`src/rtl/tdc_pkg.sv`:
```
// Shared constants and types for the TDC hit encoder.
//   CHAIN_LEN_DEF    default taps per carry-chain snapshot
//   BIN_W            bin-count width for the default chain (0..CHAIN_LEN_DEF)
//   TS_W_DEF         default width of the signed interval output
//   BINS_PER_CLK_DEF default calibrated fine bins per clk period
//   FIFO_DEPTH_DEF   default output FIFO depth
//   hit_rec_t        one encoded hit: interval in bins plus {stop_sat, start_sat}
package tdc_pkg;

  localparam int unsigned CHAIN_LEN_DEF    = 32;
  localparam int unsigned BIN_W            = $clog2(CHAIN_LEN_DEF + 1);
  localparam int unsigned TS_W_DEF         = 48;
  localparam int unsigned BINS_PER_CLK_DEF = 32;
  localparam int unsigned FIFO_DEPTH_DEF   = 4;

  // Field is "ts" because "time" is a reserved word.
  typedef struct packed {
    logic [TS_W_DEF-1:0] ts;
    logic [1:0]          sat;
  } hit_rec_t;

endpackage

```
`src/rtl/tdc_hit_encoder_if.sv`:
```
// Valid/ready stream carrying encoded hits towards the readout side.
//   out_valid  head entry present
//   out_ready  consumer accepts head when out_valid && out_ready
//   out_time   signed interval in fine bins
//   out_sat    {stop_sat, start_sat}
// master: producer (the encoder). slave: consumer.
interface tdc_hit_encoder_if
  import tdc_pkg::*;
#(
  parameter int unsigned TS_W = TS_W_DEF
);

  logic                   out_valid;
  logic                   out_ready;
  logic signed [TS_W-1:0] out_time;
  logic [1:0]             out_sat;

  modport master (
    output out_valid,
    output out_time,
    output out_sat,
    input  out_ready
  );

  modport slave (
    input  out_valid,
    input  out_time,
    input  out_sat,
    output out_ready
  );

endinterface

```
`src/rtl/tdc_thermo_decode.sv`:
```
// Thermometer-to-bin-count decoder for one carry-chain snapshot.
// Counts set taps (popcount), so isolated bubbles in the thermometer code do not
// shift the result. Output is registered.
//   clk      system clock
//   rst      asynchronous, active-high reset
//   snap_i   raw CHAIN_LEN-tap snapshot
//   count_o  number of set taps, 0..CHAIN_LEN (registered)
//   sat_o    every tap set (registered)
module tdc_thermo_decode
  import tdc_pkg::*;
#(
  parameter int unsigned CHAIN_LEN = CHAIN_LEN_DEF,
  parameter int unsigned CNT_W     = $clog2(CHAIN_LEN + 1)
) (
  input  logic                 clk,
  input  logic                 rst,
  input  logic [CHAIN_LEN-1:0] snap_i,
  output logic [CNT_W-1:0]     count_o,
  output logic                 sat_o
);

  logic [CNT_W-1:0] cnt_d;
  logic             sat_d;
  logic [3:0]       nib;
  logic [CNT_W-1:0] count_q;
  logic             sat_q;

  // Sum per-nibble counts; CHAIN_LEN is a multiple of 4 so nibbles tile the chain exactly.
  always_comb begin
    cnt_d = '0;
    nib   = '0;
    for (int unsigned g = 0; g < CHAIN_LEN / 4; g++) begin
      nib   = snap_i[4*g +: 4];
      cnt_d = cnt_d + CNT_W'({2'b00, nib[0]} + {2'b00, nib[1]} +
                             {2'b00, nib[2]} + {2'b00, nib[3]});
    end
    sat_d = (cnt_d == CNT_W'(CHAIN_LEN));
  end

  always_ff @(posedge clk or posedge rst) begin
    if (rst) begin
      count_q <= '0;
      sat_q   <= 1'b0;
    end else begin
      count_q <= cnt_d;
      sat_q   <= sat_d;
    end
  end

  assign count_o = count_q;
  assign sat_o   = sat_q;

endmodule

```
`src/rtl/tdc_hit_encoder.sv`:
```
// Carry-chain TDC hit encoder.
// Takes one hit record per in_valid (coarse count plus start->clk and clk->stop snapshots),
// decodes both snapshots to bin counts and forms t = coarse*BINS_PER_CLK + n_start - n_stop.
// Results go through a first-word-fall-through FIFO onto a valid/ready stream.
//   clk            system clock
//   rst            asynchronous, active-high reset
//   in_valid       hit record present (no backpressure; excess hits are dropped)
//   in_coarse      coarse clk-cycle count
//   in_fine_start  raw snapshot, start->clk
//   in_fine_stop   raw snapshot, clk->stop
//   out_if         master side of the result stream
//   drop_count     hits dropped for lack of space, saturating
// Pipeline: S1 input register, S2 decoder registers, S3 interval register, then FIFO.
module tdc_hit_encoder
  import tdc_pkg::*;
#(
  parameter int unsigned CHAIN_LEN    = CHAIN_LEN_DEF,
  parameter int unsigned BINS_PER_CLK = BINS_PER_CLK_DEF,
  parameter int unsigned TS_W         = TS_W_DEF,
  parameter int unsigned FIFO_DEPTH   = FIFO_DEPTH_DEF
) (
  input  logic                 clk,
  input  logic                 rst,
  input  logic                 in_valid,
  input  logic [31:0]          in_coarse,
  input  logic [CHAIN_LEN-1:0] in_fine_start,
  input  logic [CHAIN_LEN-1:0] in_fine_stop,
  tdc_hit_encoder_if.master    out_if,
  output logic [15:0]          drop_count
);

  localparam int unsigned CNT_W  = $clog2(CHAIN_LEN + 1);
  localparam int unsigned PTR_W  = (FIFO_DEPTH > 1) ? $clog2(FIFO_DEPTH) : 1;
  localparam int unsigned FCNT_W = $clog2(FIFO_DEPTH + 1);
  // Occupancy can momentarily be compared against FIFO_DEPTH with up to three stages full.
  localparam int unsigned OCC_W  = $clog2(FIFO_DEPTH + 4);

  // S1: registered inputs
  logic                 s1_valid_q;
  logic [31:0]          s1_coarse_q;
  logic [CHAIN_LEN-1:0] s1_start_q;
  logic [CHAIN_LEN-1:0] s1_stop_q;

  // S2: decoder outputs plus the coarse count travelling alongside
  logic                 s2_valid_q;
  logic [31:0]          s2_coarse_q;
  logic [CNT_W-1:0]     n_start;
  logic [CNT_W-1:0]     n_stop;
  logic                 start_sat;
  logic                 stop_sat;

  // S3: finished interval waiting to enter the FIFO
  logic                 s3_valid_q;
  logic [TS_W-1:0]      s3_time_d;
  logic [TS_W-1:0]      s3_time_q;
  logic [1:0]           s3_sat_q;

  // FIFO
  logic [TS_W-1:0]      mem_time_q [FIFO_DEPTH];
  logic [1:0]           mem_sat_q  [FIFO_DEPTH];
  logic [PTR_W-1:0]     wr_ptr_q, wr_ptr_d;
  logic [PTR_W-1:0]     rd_ptr_q, rd_ptr_d;
  logic [FCNT_W-1:0]    count_q, count_d;
  logic                 push;
  logic                 pop;
  logic                 fifo_valid;

  // Admission
  logic [OCC_W-1:0]     occ;
  logic                 accept;
  logic [15:0]          drop_q, drop_d;

  // Credits: every hit in S1..S3 already owns a FIFO slot, so S3 can always push.
  // occ uses registered state only, so a pop this cycle frees its credit next cycle.
  always_comb begin
    occ    = OCC_W'(count_q) + OCC_W'(s1_valid_q) + OCC_W'(s2_valid_q) + OCC_W'(s3_valid_q);
    accept = in_valid && (occ < OCC_W'(FIFO_DEPTH));
    drop_d = drop_q;
    if (in_valid && !accept && (drop_q != 16'hFFFF)) begin
      drop_d = drop_q + 16'd1;
    end
  end

  always_ff @(posedge clk or posedge rst) begin
    if (rst) begin
      s1_valid_q  <= 1'b0;
      s1_coarse_q <= '0;
      s1_start_q  <= '0;
      s1_stop_q   <= '0;
    end else begin
      s1_valid_q <= accept;
      if (accept) begin
        s1_coarse_q <= in_coarse;
        s1_start_q  <= in_fine_start;
        s1_stop_q   <= in_fine_stop;
      end
    end
  end

  tdc_thermo_decode #(
    .CHAIN_LEN (CHAIN_LEN),
    .CNT_W     (CNT_W)
  ) u_dec_start (
    .clk     (clk),
    .rst     (rst),
    .snap_i  (s1_start_q),
    .count_o (n_start),
    .sat_o   (start_sat)
  );

  tdc_thermo_decode #(
    .CHAIN_LEN (CHAIN_LEN),
    .CNT_W     (CNT_W)
  ) u_dec_stop (
    .clk     (clk),
    .rst     (rst),
    .snap_i  (s1_stop_q),
    .count_o (n_stop),
    .sat_o   (stop_sat)
  );

  // Arithmetic modulo 2^TS_W gives the same low TS_W bits as zero-extending to TS_W+1
  // and truncating, so negative intervals come out as plain two's complement.
  always_comb begin
    s3_time_d = TS_W'(s2_coarse_q) * TS_W'(BINS_PER_CLK) + TS_W'(n_start) - TS_W'(n_stop);
  end

  always_ff @(posedge clk or posedge rst) begin
    if (rst) begin
      s2_valid_q  <= 1'b0;
      s2_coarse_q <= '0;
      s3_valid_q  <= 1'b0;
      s3_time_q   <= '0;
      s3_sat_q    <= '0;
    end else begin
      s2_valid_q <= s1_valid_q;
      if (s1_valid_q) begin
        s2_coarse_q <= s1_coarse_q;
      end
      s3_valid_q <= s2_valid_q;
      if (s2_valid_q) begin
        s3_time_q <= s3_time_d;
        s3_sat_q  <= {stop_sat, start_sat};
      end
    end
  end

  assign fifo_valid = (count_q != '0);
  assign push       = s3_valid_q;
  assign pop        = fifo_valid && out_if.out_ready;

  always_comb begin
    wr_ptr_d = wr_ptr_q;
    rd_ptr_d = rd_ptr_q;
    count_d  = count_q;
    if (push) begin
      wr_ptr_d = (wr_ptr_q == PTR_W'(FIFO_DEPTH - 1)) ? '0 : wr_ptr_q + PTR_W'(1);
    end
    if (pop) begin
      rd_ptr_d = (rd_ptr_q == PTR_W'(FIFO_DEPTH - 1)) ? '0 : rd_ptr_q + PTR_W'(1);
    end
    count_d = count_q + FCNT_W'(push) - FCNT_W'(pop);
  end

  always_ff @(posedge clk or posedge rst) begin
    if (rst) begin
      wr_ptr_q <= '0;
      rd_ptr_q <= '0;
      count_q  <= '0;
      drop_q   <= '0;
    end else begin
      wr_ptr_q <= wr_ptr_d;
      rd_ptr_q <= rd_ptr_d;
      count_q  <= count_d;
      drop_q   <= drop_d;
    end
  end

  // Storage needs no reset: entries are only visible while count_q says they are valid.
  always_ff @(posedge clk) begin
    if (push) begin
      mem_time_q[wr_ptr_q] <= s3_time_q;
      mem_sat_q[wr_ptr_q]  <= s3_sat_q;
    end
  end

  // Gate the head so the stream reads zero while empty.
  assign out_if.out_valid = fifo_valid;
  assign out_if.out_time  = fifo_valid ? mem_time_q[rd_ptr_q] : '0;
  assign out_if.out_sat   = fifo_valid ? mem_sat_q[rd_ptr_q] : '0;
  assign drop_count       = drop_q;

endmodule

```
`src/flat_wrapper.sv`:
```
// flat-port wrapper written by rule: the top's interface ports become plain ports
module tdc_hit_encoder_flat import tdc_pkg::*;
#(
  parameter int unsigned CHAIN_LEN    = CHAIN_LEN_DEF,
  parameter int unsigned BINS_PER_CLK = BINS_PER_CLK_DEF,
  parameter int unsigned TS_W         = TS_W_DEF,
  parameter int unsigned FIFO_DEPTH   = FIFO_DEPTH_DEF
)
  (clk, rst, in_valid, in_coarse, in_fine_start, in_fine_stop, drop_count, out_if_out_valid, out_if_out_time, out_if_out_sat, out_if_out_ready);
  tdc_hit_encoder_if #(.TS_W(TS_W)) out_if_i ();
  input  logic clk;
  input  logic rst;
  input  logic in_valid;
  input  logic [31:0] in_coarse;
  input  logic [CHAIN_LEN-1:0] in_fine_start;
  input  logic [CHAIN_LEN-1:0] in_fine_stop;
  output logic [15:0] drop_count;
  output wire logic [$bits(out_if_i.out_valid)-1:0] out_if_out_valid;
  output wire logic [$bits(out_if_i.out_time)-1:0] out_if_out_time;
  output wire logic [$bits(out_if_i.out_sat)-1:0] out_if_out_sat;
  input wire logic [$bits(out_if_i.out_ready)-1:0] out_if_out_ready;
  assign out_if_out_valid = out_if_i.out_valid;
  assign out_if_out_time = out_if_i.out_time;
  assign out_if_out_sat = out_if_i.out_sat;
  assign out_if_i.out_ready = out_if_out_ready;
  tdc_hit_encoder #(.CHAIN_LEN(CHAIN_LEN), .BINS_PER_CLK(BINS_PER_CLK), .TS_W(TS_W), .FIFO_DEPTH(FIFO_DEPTH)) u_core (.clk(clk), .rst(rst), .in_valid(in_valid), .in_coarse(in_coarse), .in_fine_start(in_fine_start), .in_fine_stop(in_fine_stop), .out_if(out_if_i), .drop_count(drop_count));
endmodule
```
`config.mk`:
```
export PLATFORM = sky130hd
export DESIGN_NAME = tdc_hit_encoder_flat
export DESIGN_NICKNAME = d
export VERILOG_FILES = /design/src/rtl/tdc_pkg.sv /design/src/rtl/tdc_hit_encoder_if.sv /design/src/rtl/tdc_thermo_decode.sv /design/src/rtl/tdc_hit_encoder.sv /design/src/flat_wrapper.sv
export SDC_FILE = /design/constraint.sdc
export NUM_CORES = 1
export LEC_CHECK = 0
export BUFFER_PORTS_ARGS = -buffer_cell sky130_fd_sc_hd__buf_2
export CAP_MARGIN = 20
export CELL_PAD_IN_SITES_DETAIL_PLACEMENT = 0
export CELL_PAD_IN_SITES_GLOBAL_PLACEMENT = 1
export CORE_MARGIN = 5
export CORE_UTILIZATION = 50
export CTS_CLUSTER_SIZE = 20
export DETAILED_ROUTE_END_ITERATION = 10
export PLACE_DENSITY_LB_ADDON = 0.1
export SETUP_SLACK_MARGIN = 0.4
export SYNTH_ARGS = -nofsm -noshare
export SYNTH_HDL_FRONTEND = slang
export SYNTH_SLANG_ARGS = --single-unit
```
`constraint.sdc`:
```
create_clock -name clk -period 8.55 [get_ports clk]
set_clock_uncertainty 0.2 [all_clocks]
set_input_delay 1.71 -clock clk [delete_from_list [all_inputs] [get_ports clk]]
set_output_delay 1.71 -clock clk [all_outputs]
set_load 0.01 [all_outputs]
```
Word level (Yosys, flattened, before mapping)
Memory sizes are Yosys's and may differ from the RTL's.
Index checks and enable logic that the tools add are counted.
{"block": "classes", "shift": 0, "n_addsub": 72, "multipliers": 0, "n_lt_le_gt_ge": 1, "n_mux": 6, "div": 0, "reduce_logical": 6, "n_eq_ne": 5, "bitwise_logic": 0}
{"op": "$add 6x4->6", "n": 14}
{"op": "$add 3x1->4", "n": 14}
{"op": "$mux 48", "n": 1}
{"op": "$sub 48x6->48", "n": 1}
{"op": "$add 2x1->3", "n": 14}
{"op": "$add 37x6->38", "n": 1}
{"op": "$add 1x1->2", "n": 16}
{"op": "$add 6x1->6", "n": 4}
{"op": "$add 16x1->16 const B", "n": 1}
{"op": "$ne 16x16->1 const B", "n": 1}
{"op": "$add 3x1->3", "n": 4}
{"op": "$eq 6x6->1 const B", "n": 2}
{"op": "$mux 2", "n": 3}
{"op": "$add 2x1->2 const B", "n": 2}
{"op": "$eq 2x2->1 const B", "n": 2}
{"op": "$logic_and 1x1->1", "n": 4}
{"op": "$lt 3x3->1 const B", "n": 1}
{"op": "$reduce_bool 3->1", "n": 1}
{"op": "$sub 3x1->3", "n": 1}
{"op": "$mux 1", "n": 2}
{"op": "$logic_not 1->1", "n": 1}
{"block": "word_totals", "mem_bits_ro": 0, "input_bits": 100, "latchBits": 0, "word_cells": 109, "out_inout_bits": 67, "mem_bits_rw": 200, "memories": 2, "reg_bits": 218}
{"name": "u_core.mem_time_q", "depth": 4, "width": 48, "read_ports": 1, "rd_clocked_by_memory_dff": 0, "wr": 1, "line": "tdc_hit_encoder.sv:59", "source": "logic [TS_W-1:0] mem_time_q [FIFO_DEPTH];"}
{"name": "u_core.mem_sat_q", "depth": 4, "width": 2, "read_ports": 1, "rd_clocked_by_memory_dff": 0, "wr": 1, "line": "tdc_hit_encoder.sv:60", "source": "logic [1:0] mem_sat_q [FIFO_DEPTH];"}

Depth between registers and ports, before layout
{"block": "logic_depth", "word_depth": 11, "ltp_mapped": 19, "depth_no_buf": 19}

By module
From an unflattened synthesis, not the netlist that was laid out.
{"block": "unflattened", "cells_unflattened": 1564, "hier_area_um2": 18258.8}
{"module": "tdc_hit_encoder", "area_per_inst_um2": 16051.6, "instances": 1, "seq_area_each_um2": 9804.4, "cells_per_inst": 1360}
{"module": "tdc_thermo_decode (u_core.u_dec_stop)", "area_per_inst_um2": 1106.1, "instances": 1, "seq_area_each_um2": 175.2, "cells_per_inst": 102}
{"module": "tdc_thermo_decode (u_core.u_dec_start)", "area_per_inst_um2": 1101.1, "instances": 1, "seq_area_each_um2": 175.2, "cells_per_inst": 102}

Least setup slack after synthesis
Ideal clock, no wire load.
{"block": "synth_timing", "kind": "reg-to-reg", "startpoint": "reg u_core.s1_start_q[0]", "endpoint": "reg u_core.u_dec_start.sat_q (netlist: u_core.u_dec_start.sat_o)", "synth_period_minus_slack_ns": 5.164, "arrival_time_ns": 4.843, "stages_incl_launch_ff": 19, "setup_slack_ns": 3.386, "t_required_ns": 8.229, "setup_time_ns": 0.121, "path_buffers": 0, "cell_sequence": "dfrtp_1 ha_1 inv_1 fa_1 fa_1 inv_1 fa_1 fa_1 fa_1 inv_1 fa_1 inv_1 ha_1 nor2b_1 o21ai_0 nand2b_1 and2_1 o21a_1 and4b_1"}
{"block": "synth_between", "elab_chain_cells": 11}
{"element": "start, declared", "line": "tdc_hit_encoder.sv:41", "source": "logic [CHAIN_LEN-1:0] s1_start_q;"}
{"element": "start signal, assigned", "line": "tdc_hit_encoder.sv:94", "source": "s1_start_q <= in_fine_start;"}
{"element": "$add 1x1->2", "line": "tdc_thermo_decode.sv:34", "source": "cnt_d = cnt_d + CNT_W'({2'b00, nib[0]} + {2'b00, nib[1]} +"}
{"element": "$add 6x1->6", "line": "tdc_thermo_decode.sv:34"}
{"element": "$add 6x1->6", "line": "tdc_thermo_decode.sv:35", "source": "{2'b00, nib[2]} + {2'b00, nib[3]});"}
{"element": "$add 6x4->6 (7 in a row)", "line": "tdc_thermo_decode.sv:34"}
{"element": "named net u_core.u_dec_start.cnt_d[5]", "line": "tdc_thermo_decode.sv:22", "source": "logic [CNT_W-1:0] cnt_d;"}
{"element": "$eq 6x6->1", "line": "tdc_thermo_decode.sv:37", "source": "sat_d = (cnt_d == CNT_W'(CHAIN_LEN));"}
{"element": "named net u_core.u_dec_start.sat_d", "line": "tdc_thermo_decode.sv:23", "source": "logic sat_d;"}
{"element": "end signal, assigned", "line": "tdc_thermo_decode.sv:46", "source": "sat_q <= sat_d;"}
{"element": "end, declared", "line": "tdc_thermo_decode.sv:26", "source": "logic sat_q;"}
The timed path passes the listed nets, and every way through them passes these cells.
A chain may end at the register's enable or synchronous reset.

Final worst setup path
Ends and elaborated chain as after synthesis.

==> summary.md <==
| Metric | Value |
|---|---|
| Maximum fanout along the worst path | 2 |
| Later-pin clock latency in the skew report | 550 ps |
| FMAX | 186.7 MHz |
| Register area share after synthesis | 0.5978 |
| Die area | 42,360 µm² |
| 1st-pass router iterations | 5 |
| Least-Margin Pin Slew | 901.1 ps |
| Worst Path Required | 8780 ps |
| Synthesized cell area | 19,170 µm² |
| Post-detail-place hpwl | 25.13 mm |
| # resized after CTS | 0 |
| Post-route setup slack | 3192 ps |
| Share of cells above drive strength 1 | 0.2310 |
| Rel. slew slack | 0.3993 |
| Crit path launch type | flip-flop |
| Filler cell count | 3,113 |
| Setup TNS | 0 ps |
| Core Rows | 71 |
| Via count | 11.15k |
| Hold Buf Count CTS | 0 |
| Synth Net Count | 1,654 |
| Vias per Instance | 5.117 |
| Final ANT Viol Nets | 0 |
| H-tree Lvls | 2 |
| RSZ-0062 raised after global routing | no |
| Mean Syn Cell Area | 13.04 µm² |
| Main flop type after synthesis | dfrtp_1 |
| First-pass GRT wire length | 62.82 mm |
| Largest cells by area after synthesis | edfxtp_1 (31%), dfrtp_1 (28%), mux4_2 (5.9%) |
| Worst reg2reg setup slack | 3190 ps |
| Ant. Diodes | 0 |
| CTS max path bufs | 3 |
| Max Cap Viol | 0 |
| IO Port Bufs | 166 |
| Worst hold path class | flip-flop to flip-flop |
| RD Place Congestion | 0.7917 |
| Nets | 1,818 |
| Syn Inst Count | 1,470 |
| Synth cell count leaders | nand2_1 (244), dfrtp_1 (218), edfxtp_1 (200) |
| Hold Fails Final Rpt | 0 |
| Setup Buffers After CTS | 0 |
| Root buffer cell | clkbuf_16 |
| Most common cell in the netlist | nand2_1 |
| CTS tree | built |
| Initial Util | 0.5078 |
| WP data arrival | 5590 ps |
| #FFs+latches synth | 418 |
| Die W | 205.8 µm |
| Post-synth EDFFs | 200 |
| CTS sink cnt | 418 |
| CP endpoint kind | flip-flop |
| Outcome | finished clean |
| Total track usage | 0.1857 |
| DRC | 0 |
| Crit path kind | flip-flop to flip-flop |
| Layout area overhead | 14.83% |
| Synth unique cells | 70 |
| Vias in the first global route | 11.69k |
| Slew Viols, Final | 0 |
| Largest net degree at the start of global routing | 78 |
| Final-report setup violation count | 0 |
| Async SR Flop Fraction | 0.5215 |
| Grt total ovfl | 0 |
| CORE AREA | 37,760 µm² |
| Yosys top cell area share | 0.3132 |
| WL/cell | 17.38 µm |
| Fin crit share | 0.6266 |
| Area taken by multi-input logic gates | 6988 µm² |
| Top-level I/O count | 167 |
| Pre-CTS WS | 3173 ps |
| Die Ht | 205.8 µm |
| Routed WL | 37.86 mm |
| Top cell type by total area after synthesis | edfxtp_1 |
| CTS Buf Count | 43 |
| Initial antenna violation count | 2 |
| Reg area | 11,470 µm² |
| Yosys warns | 0 |
| Minimum clock period | 5358 ps |
| Clk pin slew, worst setup/hold paths | 60 ps |
| DRT iter0 DRCs | 569 |
==> sequential cells by signal (all words and copies together), names as in the netlist, 8 cells and up <==
name	count
u_core.drop_count	16
u_core.s2_coarse_q	32
u_core.s3_time_q	48
u_core.s1_coarse_q	32
u_core.s1_stop_q	32
u_core.s1_start_q	32
u_core.mem_time_q	192
u_core.mem_sat_q	8
==> kinds of logic after synthesis <==
family | share of synthesized area
simple gates | 0.1211
flops | 0.5978
buf+inv | 0.03818
compound gates | 0.04046
mux | 0.09482
fa+ha+maj | 0.07478
xor+xnor | 0.03289
==> final cells by class <==
type,instances,area share
clock inverter,13,0.007502
multi-input combinational,860,0.3174
clock buffer,65,0.05808
sequential,418,0.5209
tap,511,0.02904
inverter,131,0.02279
timing repair buffer,180,0.04433
==> worst max-delay path, cell delays in order, from the launching register on <==
cell and delay (ps):
dfrtp_1 390, ha_1 290, inv_1 70, fa_1 430, fa_1 390, inv_1 80
fa_1 450, fa_1 520, fa_1 550, inv_1 60, fa_1 600, inv_1 60
ha_1 280, nor2b_1 130, o21ai_0 130, nand2b_1 90, and2_1 160, o21a_1 180
and4b_1 190
==> metal layers <==
metal	track usage	routed length, µm	part of all wire	vias to the layer above
met5	0	23	0.00061	-
met4	0.04254	598	0.016	4
met3	0.03010	1683	0.044	51
met2	0.2902	17540	0.46	217
met1	0.2781	18010	0.48	5458
li1	-	-	-	5415
==> stage by stage <==
stage / util / cell area (µm²) / instances / hold slack, ps
floorplan: - / 19170 / 1470 / 151.9
global placement: 0.5434 / 20520 / 2098 / 259.0
detailed placement: 0.5434 / 20520 / 2098 / 259.2
CTS: 0.5817 / 21960 / 2176 / 276.2
global route: 0.5831 / 22020 / 2178 / 293.8
finish: 0.5831 / 22020 / 2178 / 272.8
==> placed cells by master (no fill, tap or decap), types with 32 or more instances in the layout <==
cell       Yosys  routed
edfxtp_1     200     200
dfrtp_1      218     215
nor2_1        32      32
inv_1        130     128
mux2_2        57      57
nand2_1      244     244
fa_1          51      51
and2_1        61      57
buf_2          9     166
xnor2_1       49      49
clkbuf_16      0      43
ha_1          33      33
o21ai_0       64      64
mux4_2        50      50
==> path summary, 6_finish.rpt <==
path / from / end / depth (start not counted)
worst max-delay path: u_core.s1_start_q[0] / u_core.u_dec_start.sat_o / 18
worst min-delay path: u_core.s1_coarse_q[8] / u_core.s1_coarse_q[8] / 2
worst max register to register: u_core.s1_start_q[0] / u_core.u_dec_start.sat_o / 18
worst min register to register: u_core.s1_coarse_q[8] / u_core.s1_coarse_q[8] / 2
max in group asynchronous: rst / u_core.s2_valid_q / 3
min in group asynchronous: rst / u_core.s1_coarse_q[18] / 2
Power is not shown: default switching activity piles up to over one toggle a cycle in this logic, so the estimate is an artifact.
